File: config.mk
export PLATFORM = sky130hd
export DESIGN_NAME = monster_random_move_ctrl
export DESIGN_NICKNAME = d
export VERILOG_FILES = /design/src/rtl/monster_random_move_ctrl.sv
export SDC_FILE = /design/constraint.sdc
export NUM_CORES = 1
export LEC_CHECK = 0
export CAP_MARGIN = 10
export CELL_PAD_IN_SITES_DETAIL_PLACEMENT = 0
export CELL_PAD_IN_SITES_GLOBAL_PLACEMENT = 1
export CORE_UTILIZATION = 47
export CTS_CLUSTER_DIAMETER = 30
export DETAILED_ROUTE_END_ITERATION = 10
export GPL_TIMING_DRIVEN = 1
export PLACE_DENSITY_LB_ADDON = 0.12
export SLEW_MARGIN = 20
export SYNTH_ARGS = -nofsm -noshare
export SYNTH_HDL_FRONTEND = slang
export SYNTH_SLANG_ARGS = --single-unit
File: constraint.sdc
create_clock -name clk -period 8 [get_ports clk]
set_clock_uncertainty 0.05 [all_clocks]
set_input_delay 1.6 -clock clk [delete_from_list [all_inputs] [get_ports clk]]
set_output_delay 1.6 -clock clk [all_outputs]
set_load 0.01 [all_outputs]
File: src/rtl/monster_random_move_ctrl.sv
`timescale 1ns/1ps
// Random-walk controller for a monster sprite: collects blocked directions per frame,
// picks a direction from an LFSR (with hold), and moves with bound saturation.
module monster_random_move_ctrl #(
    parameter int          INITIAL_X   = 280,
    parameter int          INITIAL_Y   = 185,
    parameter int          SPEED       = 2,
    parameter int          X_MIN       = 0,
    parameter int          X_MAX       = 607,
    parameter int          Y_MIN       = 0,
    parameter int          Y_MAX       = 447,
    parameter int          HOLD_FRAMES = 8,
    parameter logic [7:0]  LFSR_SEED   = 8'hA5
) (
    input  logic        clk,
    input  logic        resetN,
    input  logic        startOfFrame,
    input  logic [1:0]  collisionReq,
    input  logic        collisionValid,
    output logic [1:0]  random_move,
    output logic [10:0] topLeftX,
    output logic [10:0] topLeftY,
    output logic        stuck,
    output logic        moveDone
);

    typedef enum logic [1:0] {ST_COLLECT, ST_DECIDE, ST_MOVE} state_t;
    typedef enum logic [1:0] {DIR_RIGHT = 2'b00, DIR_LEFT = 2'b01, DIR_DOWN = 2'b10, DIR_UP = 2'b11} dir_t;

    localparam int HW = (HOLD_FRAMES > 2) ? $clog2(HOLD_FRAMES) : 1;
    localparam logic signed [11:0] STEP = 12'(SPEED);
    localparam logic signed [11:0] XLO  = 12'(X_MIN);
    localparam logic signed [11:0] XHI  = 12'(X_MAX);
    localparam logic signed [11:0] YLO  = 12'(Y_MIN);
    localparam logic signed [11:0] YHI  = 12'(Y_MAX);

    state_t          state_q, state_d;
    dir_t            dir_q, dir_d;
    logic [3:0]      mask_q, mask_d;
    logic [3:0]      blocked_q, blocked_d;
    logic [HW-1:0]   hold_q, hold_d;
    logic [7:0]      lfsr_q, lfsr_d;
    logic [10:0]     x_q, x_d, y_q, y_d;
    logic            stuck_q, stuck_d;
    logic            done_q, done_d;
    logic [3:0]      hit_vec;
    logic [1:0]      cand;
    logic            found;

    function automatic logic [10:0] sat_step(input logic [10:0] pos,
                                             input logic signed [11:0] delta,
                                             input logic signed [11:0] lo,
                                             input logic signed [11:0] hi);
        logic signed [11:0] v;
        v = $signed({1'b0, pos}) + delta;
        if (v < lo)      return lo[10:0];
        else if (v > hi) return hi[10:0];
        else             return v[10:0];
    endfunction

    always_ff @(posedge clk or negedge resetN) begin
        if (!resetN) begin
            state_q   <= ST_COLLECT;
            dir_q     <= DIR_RIGHT;
            mask_q    <= '0;
            blocked_q <= '0;
            hold_q    <= '0;
            lfsr_q    <= LFSR_SEED;
            x_q       <= 11'(INITIAL_X);
            y_q       <= 11'(INITIAL_Y);
            stuck_q   <= 1'b0;
            done_q    <= 1'b0;
        end else begin
            state_q   <= state_d;
            dir_q     <= dir_d;
            mask_q    <= mask_d;
            blocked_q <= blocked_d;
            hold_q    <= hold_d;
            lfsr_q    <= lfsr_d;
            x_q       <= x_d;
            y_q       <= y_d;
            stuck_q   <= stuck_d;
            done_q    <= done_d;
        end
    end

    always_comb begin
        hit_vec   = collisionValid ? (4'b0001 << collisionReq) : '0;
        lfsr_d    = {lfsr_q[6:0], lfsr_q[7] ^ lfsr_q[5] ^ lfsr_q[4] ^ lfsr_q[3]};
        state_d   = state_q;
        mask_d    = mask_q | hit_vec;
        blocked_d = blocked_q;
        dir_d     = dir_q;
        hold_d    = hold_q;
        stuck_d   = stuck_q;
        x_d       = x_q;
        y_d       = y_q;
        done_d    = 1'b0;
        cand      = '0;
        found     = 1'b0;

        case (state_q)
            ST_COLLECT: begin
                if (startOfFrame) begin
                    blocked_d = mask_q | hit_vec;
                    mask_d    = '0;
                    state_d   = ST_DECIDE;
                end
            end
            ST_DECIDE: begin
                state_d = ST_MOVE;
                if (!blocked_q[dir_q] && hold_q != '0) begin
                    hold_d  = hold_q - 1'b1;
                    stuck_d = 1'b0;
                end else if (&blocked_q) begin
                    stuck_d = 1'b1;
                end else begin
                    // rotate from the LFSR-chosen start; first free candidate wins
                    for (int unsigned k = 0; k < 4; k++) begin
                        cand = lfsr_q[1:0] + 2'(k);
                        if (!found && !blocked_q[cand]) begin
                            found = 1'b1;
                            dir_d = dir_t'(cand);
                        end
                    end
                    hold_d  = HW'(HOLD_FRAMES - 1);
                    stuck_d = 1'b0;
                end
            end
            ST_MOVE: begin
                state_d = ST_COLLECT;
                done_d  = 1'b1;
                if (!stuck_q) begin
                    case (dir_q)
                        DIR_RIGHT: x_d = sat_step(x_q, STEP, XLO, XHI);
                        DIR_LEFT:  x_d = sat_step(x_q, -STEP, XLO, XHI);
                        DIR_DOWN:  y_d = sat_step(y_q, STEP, YLO, YHI);
                        DIR_UP:    y_d = sat_step(y_q, -STEP, YLO, YHI);
                        default:   x_d = x_q;
                    endcase
                end
            end
            default: state_d = ST_COLLECT;
        endcase
    end

    assign random_move = dir_q;
    assign topLeftX    = x_q;
    assign topLeftY    = y_q;
    assign stuck       = stuck_q;
    assign moveDone    = done_q;

endmodule

Word level (Yosys, flattened, before mapping)
Index checks and enable logic that the tools add are counted.

Add/sub/neg operators: 8. Magnitude comparators: 13. Eq/ne operators: 8. Shift operators: 1. Muxes and demuxes: 46. Bitwise gates (word level): 7. Reductions and logical operators: 22.

Operators with widths (count): $mux W11 (8); $lt A12 B1 Y1 const B (4); $pmux W11 S2 (2); $add A11 B2 Y12 const B (2); $add A12 B2 Y12 const B (2); $gt A12 B10 Y1 const B (2); $gt A12 B11 Y1 const B (2); $mux W1 (20); $lt A2 B3 Y1 const B (5); $mux W4 (3); $bmux W1 S2 (5); $mux W2 (5); $reduce_and A4 Y1 (2); $logic_not A1 Y1 (7); $eq A2 B2 Y1 const B (3); $mux W3 (2); $reduce_and A3 Y1 (2); $add A2 B2 Y2 const B (2); $eq A2 B1 Y1 const B (2); $logic_and A1 B1 Y1 (4); $logic_not A2 Y1 (2); $ne A2 B2 Y1 const B (2); $ne A4 B1 Y1 const B (1); $or A4 B4 Y4 (1); other kinds (9) (15).

Flip-flop bits (word level): 47. Bits of input ports: 6. Output and inout bits: 26. Word-level logic and storage cells: 115.

Depth between registers and ports, before layout
Word-level depth: 22. Gate-level depth with buffers: 10.

Worst setup path before layout
No wires, ideal clock.

Path type: register to register. From: register x_q[1] (netlist: topLeftX[1]). To: register x_q[2] (netlist: topLeftX[2]). Data arrival time: 2.578 ns. Setup slack: 5.241 ns. Stages on the path, launching flop included: 11. Clock period less this slack: 2.759 ns. Cell sequence: dfrtp_1 -> buf_2 -> inv_1 -> ha_1 -> or4b_4 -> o41ai_2 -> a31o_2 -> o311ai_2 -> a22o_4 -> a2111oi_4 -> a21oi_1.

Cells in the longest elaborated chain, start to end: 5. Elaborated cells on any way between the ends: 11. Those cells by class: 2 x add/sub; 4 x order compare; 5 x mux.

RTL lines: start, declared (line 43) `logic [10:0] x_q, x_d, y_q, y_d;`; start signal, assigned (line 69) `x_q <= 11'(INITIAL_X);`; $add A12 B2 Y12 / $add A11 B2 Y12 (equally long branches) (line 55) `v = $signed({1'b0, pos}) + delta;`; $gt A12 B11 Y1 (line 57) `else if (v > hi) return hi[10:0];`; $mux W11 (line 57); $mux W11 (line 56) `if (v < lo) return lo[10:0];`; $pmux W11 S2 * (line 134) `case (dir_q)`.

Every way passes the cells marked *; elsewhere a longest branch is shown, timed or not. A chain may end at the register's enable or synchronous reset.

Worst setup path after layout
From: register x_q[6] (netlist: topLeftX[6]). To: output port topLeftX[6].

RTL lines: end, declared (line 21) `output logic [10:0] topLeftX,`.

No word-level cell between the ends.

==> results.sh <==
export IMPL_outcome="finished with violations"
export IMPL_violations="DRC"
export IMPL_drcViolationCount=4
export IMPL_post_cts_setup_buffers=0
export IMPL_yosysUniqueCellTypes=65
export IMPL_grt_max_degree=48
export IMPL_io_buffer_count=31
export IMPL_die_area_um2=7024
export IMPL_start_util_pct=48.98
export IMPL_post_route_util_pct=55.68
export IMPL_yosys_area_top_type="dfrtp_1"
export IMPL_wl_per_cell_um=16.15
export IMPL_top_layer="met4"
export IMPL_synth_edf_count=0
export IMPL_clock_latency_ns=0.31
export IMPL_layout_drive_gt1_share_pct=10.46
export IMPL_critPathTopFamily="flip-flops"
export IMPL_cp_slowest_cell="dfrtp_1"
export IMPL_drt_iter0_markers=226
export IMPL_dr_wl_met3_um=328
export IMPL_num_nets_final=403
export IMPL_dr_wl_met2_um=3444
export IMPL_viasPerCell=6.196
export IMPL_cts_resized=0
export IMPL_htreeDepth=2
export IMPL_cts_buffer_depth=2
export IMPL_cts_root_buf="clkbuf_8"
export IMPL_rsz0062_at_grt="false"
export IMPL_setup_tns_ns=0
export IMPL_slew_headroom_pct=29.61
export IMPL_p_leak_nw=1.381
export IMPL_area_growth_pct=13.68
export IMPL_rows=29
export IMPL_synth_top_cell_area_share_pct=27.84
export IMPL_vdd_ir_drop_max_mv=0.1598
export IMPL_syn_mean_instance_area_um2=8.410
export IMPL_critPathMaxStageDelay_ns=0.72
export IMPL_clock_sinks=47
export IMPL_num_vias=2906
export IMPL_gp_congestion=0.8768
export IMPL_grt_use_total_pct=22.73
export IMPL_synth_top_cells_by_area="dfrtp_1 28%, dfstp_2 10%, nor2_1 6.2%, a21oi_1 3.5%, nand2_1 3.3%"
export IMPL_diodes=0
export IMPL_grt_overflow=0
export IMPL_p_per_area_nw_per_um2=285.5
export IMPL_dpl_hpwl_um=5243
export IMPL_syn_inst=374
export IMPL_ant_nets=0
export IMPL_max_freq_ghz=0.3019
export IMPL_post_place_cells=461
export IMPL_final_cell_mix="52 x nor2_1, 35 x dfrtp_1, 30 x clkdlybuf4s50_1, 28 x nand2_1, 22 x a21oi_1"
export IMPL_setup_viol=0
export IMPL_path_cells="clkdlybuf4s50_1"
export IMPL_syn_area_um2=3146
export IMPL_cp_start_kind="flop"
export IMPL_finalHoldViolations=0
export IMPL_slew_violations=0
export IMPL_synth_warnings=0
export IMPL_ys_seq_area_share_pct=37.87
export IMPL_cts_hold_buf=0
export IMPL_power_total_mw=1.021
export IMPL_antenna_found_initial=0
export IMPL_worst_setup_path_end_kind="output port"
export IMPL_cap_violations=0
export IMPL_grt_pass1_vias=2732
export IMPL_tightest_slew_ns=1.047
export IMPL_fin_cells=469
export IMPL_syn_nets=386
export IMPL_synth_ff_type="dfrtp_1"
export IMPL_hp_class="flop to flop"
export IMPL_numCtsBuffers=5
export IMPL_critPathKind="flop to output port"
export IMPL_crit_fanout=19
export IMPL_min_period_ns=3.313
export IMPL_period_share_pct=41.41
export IMPL_dr_pass1_iters=8
export IMPL_ys_ff_latch=47
export IMPL_path_clk_slew_ns=0.09
export IMPL_tritoncts="built"
export IMPL_ios=32
export IMPL_cp_num_buf_inv=1
export IMPL_crit_arrival_ns=1.66
export IMPL_grt_pass1_wl_um=13120
export IMPL_fp_dieH_um=83.81
export IMPL_wl_um=7573
export IMPL_drt_met1_wl_um=3756
export IMPL_core_area_um2=6422
export IMPL_async_flop_share_pct=100.0
export IMPL_cp_required_ns=6.35
export IMPL_final_common_cell="nor2_1"
export IMPL_die_x_um=83.81
## metal layers
metal	vias to the layer above	track usage [%]
li1	1417	-
met1	1411	32.51
met2	74	35.17
met3	4	4.946
met4	0	5.329
met5	-	0
## Yosys cell counts, drive strengths merged, types with 7 or more instances
cell,n
nor2,52
dfrtp,35
nand2,28
a21oi,23
o21ai,21
inv,19
nor3,16
nand3,15
a31oi,13
buf,13
dfstp,12
clkbuf,10
nor4,7
o31ai,7
## power breakdown
group	internal, mW	total [mW]	switching, mW
clock network	0.0932	0.179	0.0860
logic	0.196	0.434	0.238
registers	0.294	0.408	0.114
total	0.583	1.02	0.438
## flip-flops by register name (all words and copies together) (netlist names)
name         cells
random_move      2
blocked_q        4
moveDone         1
state_q          2
stuck            1
hold_q           3
mask_q           4
lfsr_q           8
topLeftX        11
topLeftY        11
## cell families (layout without fill, tap and decap cells)
group | after synthesis | after routing | share of synthesized area (%)
AND/OR/NAND/NOR | 159 | 159 | 25.70
AO/OA/AOI/OAI | 112 | 112 | 25.82
flip-flops | 47 | 47 | 37.87
buffers and inverters | 42 | 60 | 5.569
XOR/XNOR | 7 | 7 | 1.949
adder cells (fa/ha/maj) | 6 | 6 | 2.387
multiplexers | 1 | 1 | 0.7159
## cell type report
cell class / count / area (um^2)
flip-flops and latches: 47 / 1191
multi-input cells: 285 / 1784
repair buffers: 33 / 320.3
well taps: 77 / 96.34
inverters: 19 / 71.32
clock buffers: 5 / 68.82
clock inverters: 3 / 43.79
fillers: 621 / 2846
## per-stage QoR
| step | hold WS (ns) | setup slack, ns | area, um^2 |
|---|---|---|---|
| 3_3_place_gp | 0.2892 | 4.656 | 3458 |
| 5_1_grt | 0.3385 | 4.574 | 3576 |
| 2_1_floorplan | 0.2830 | 5.241 | 3146 |
| 3_5_place_dp | 0.2931 | 4.586 | 3458 |
| 4_1_cts | 0.3235 | 4.683 | 3571 |
| 6_report | 0.3188 | 4.687 | 3576 |
## final timing paths
kind	start	to	slack [ns]	cells past startpoint
worst max-delay path	topLeftX[6]	topLeftX[6]	4.69	1
worst min-delay path	lfsr_q[6]	lfsr_q[7]	0.32	0
worst max register to register	topLeftX[1]	topLeftX[8]	4.85	7
worst min register to register	lfsr_q[6]	lfsr_q[7]	0.32	0
max in group asynchronous	resetN	topLeftY[2]	6.16	2
min in group asynchronous	resetN	topLeftX[7]	1.32	2
Note: power is estimated with default switching activity, not from simulation.
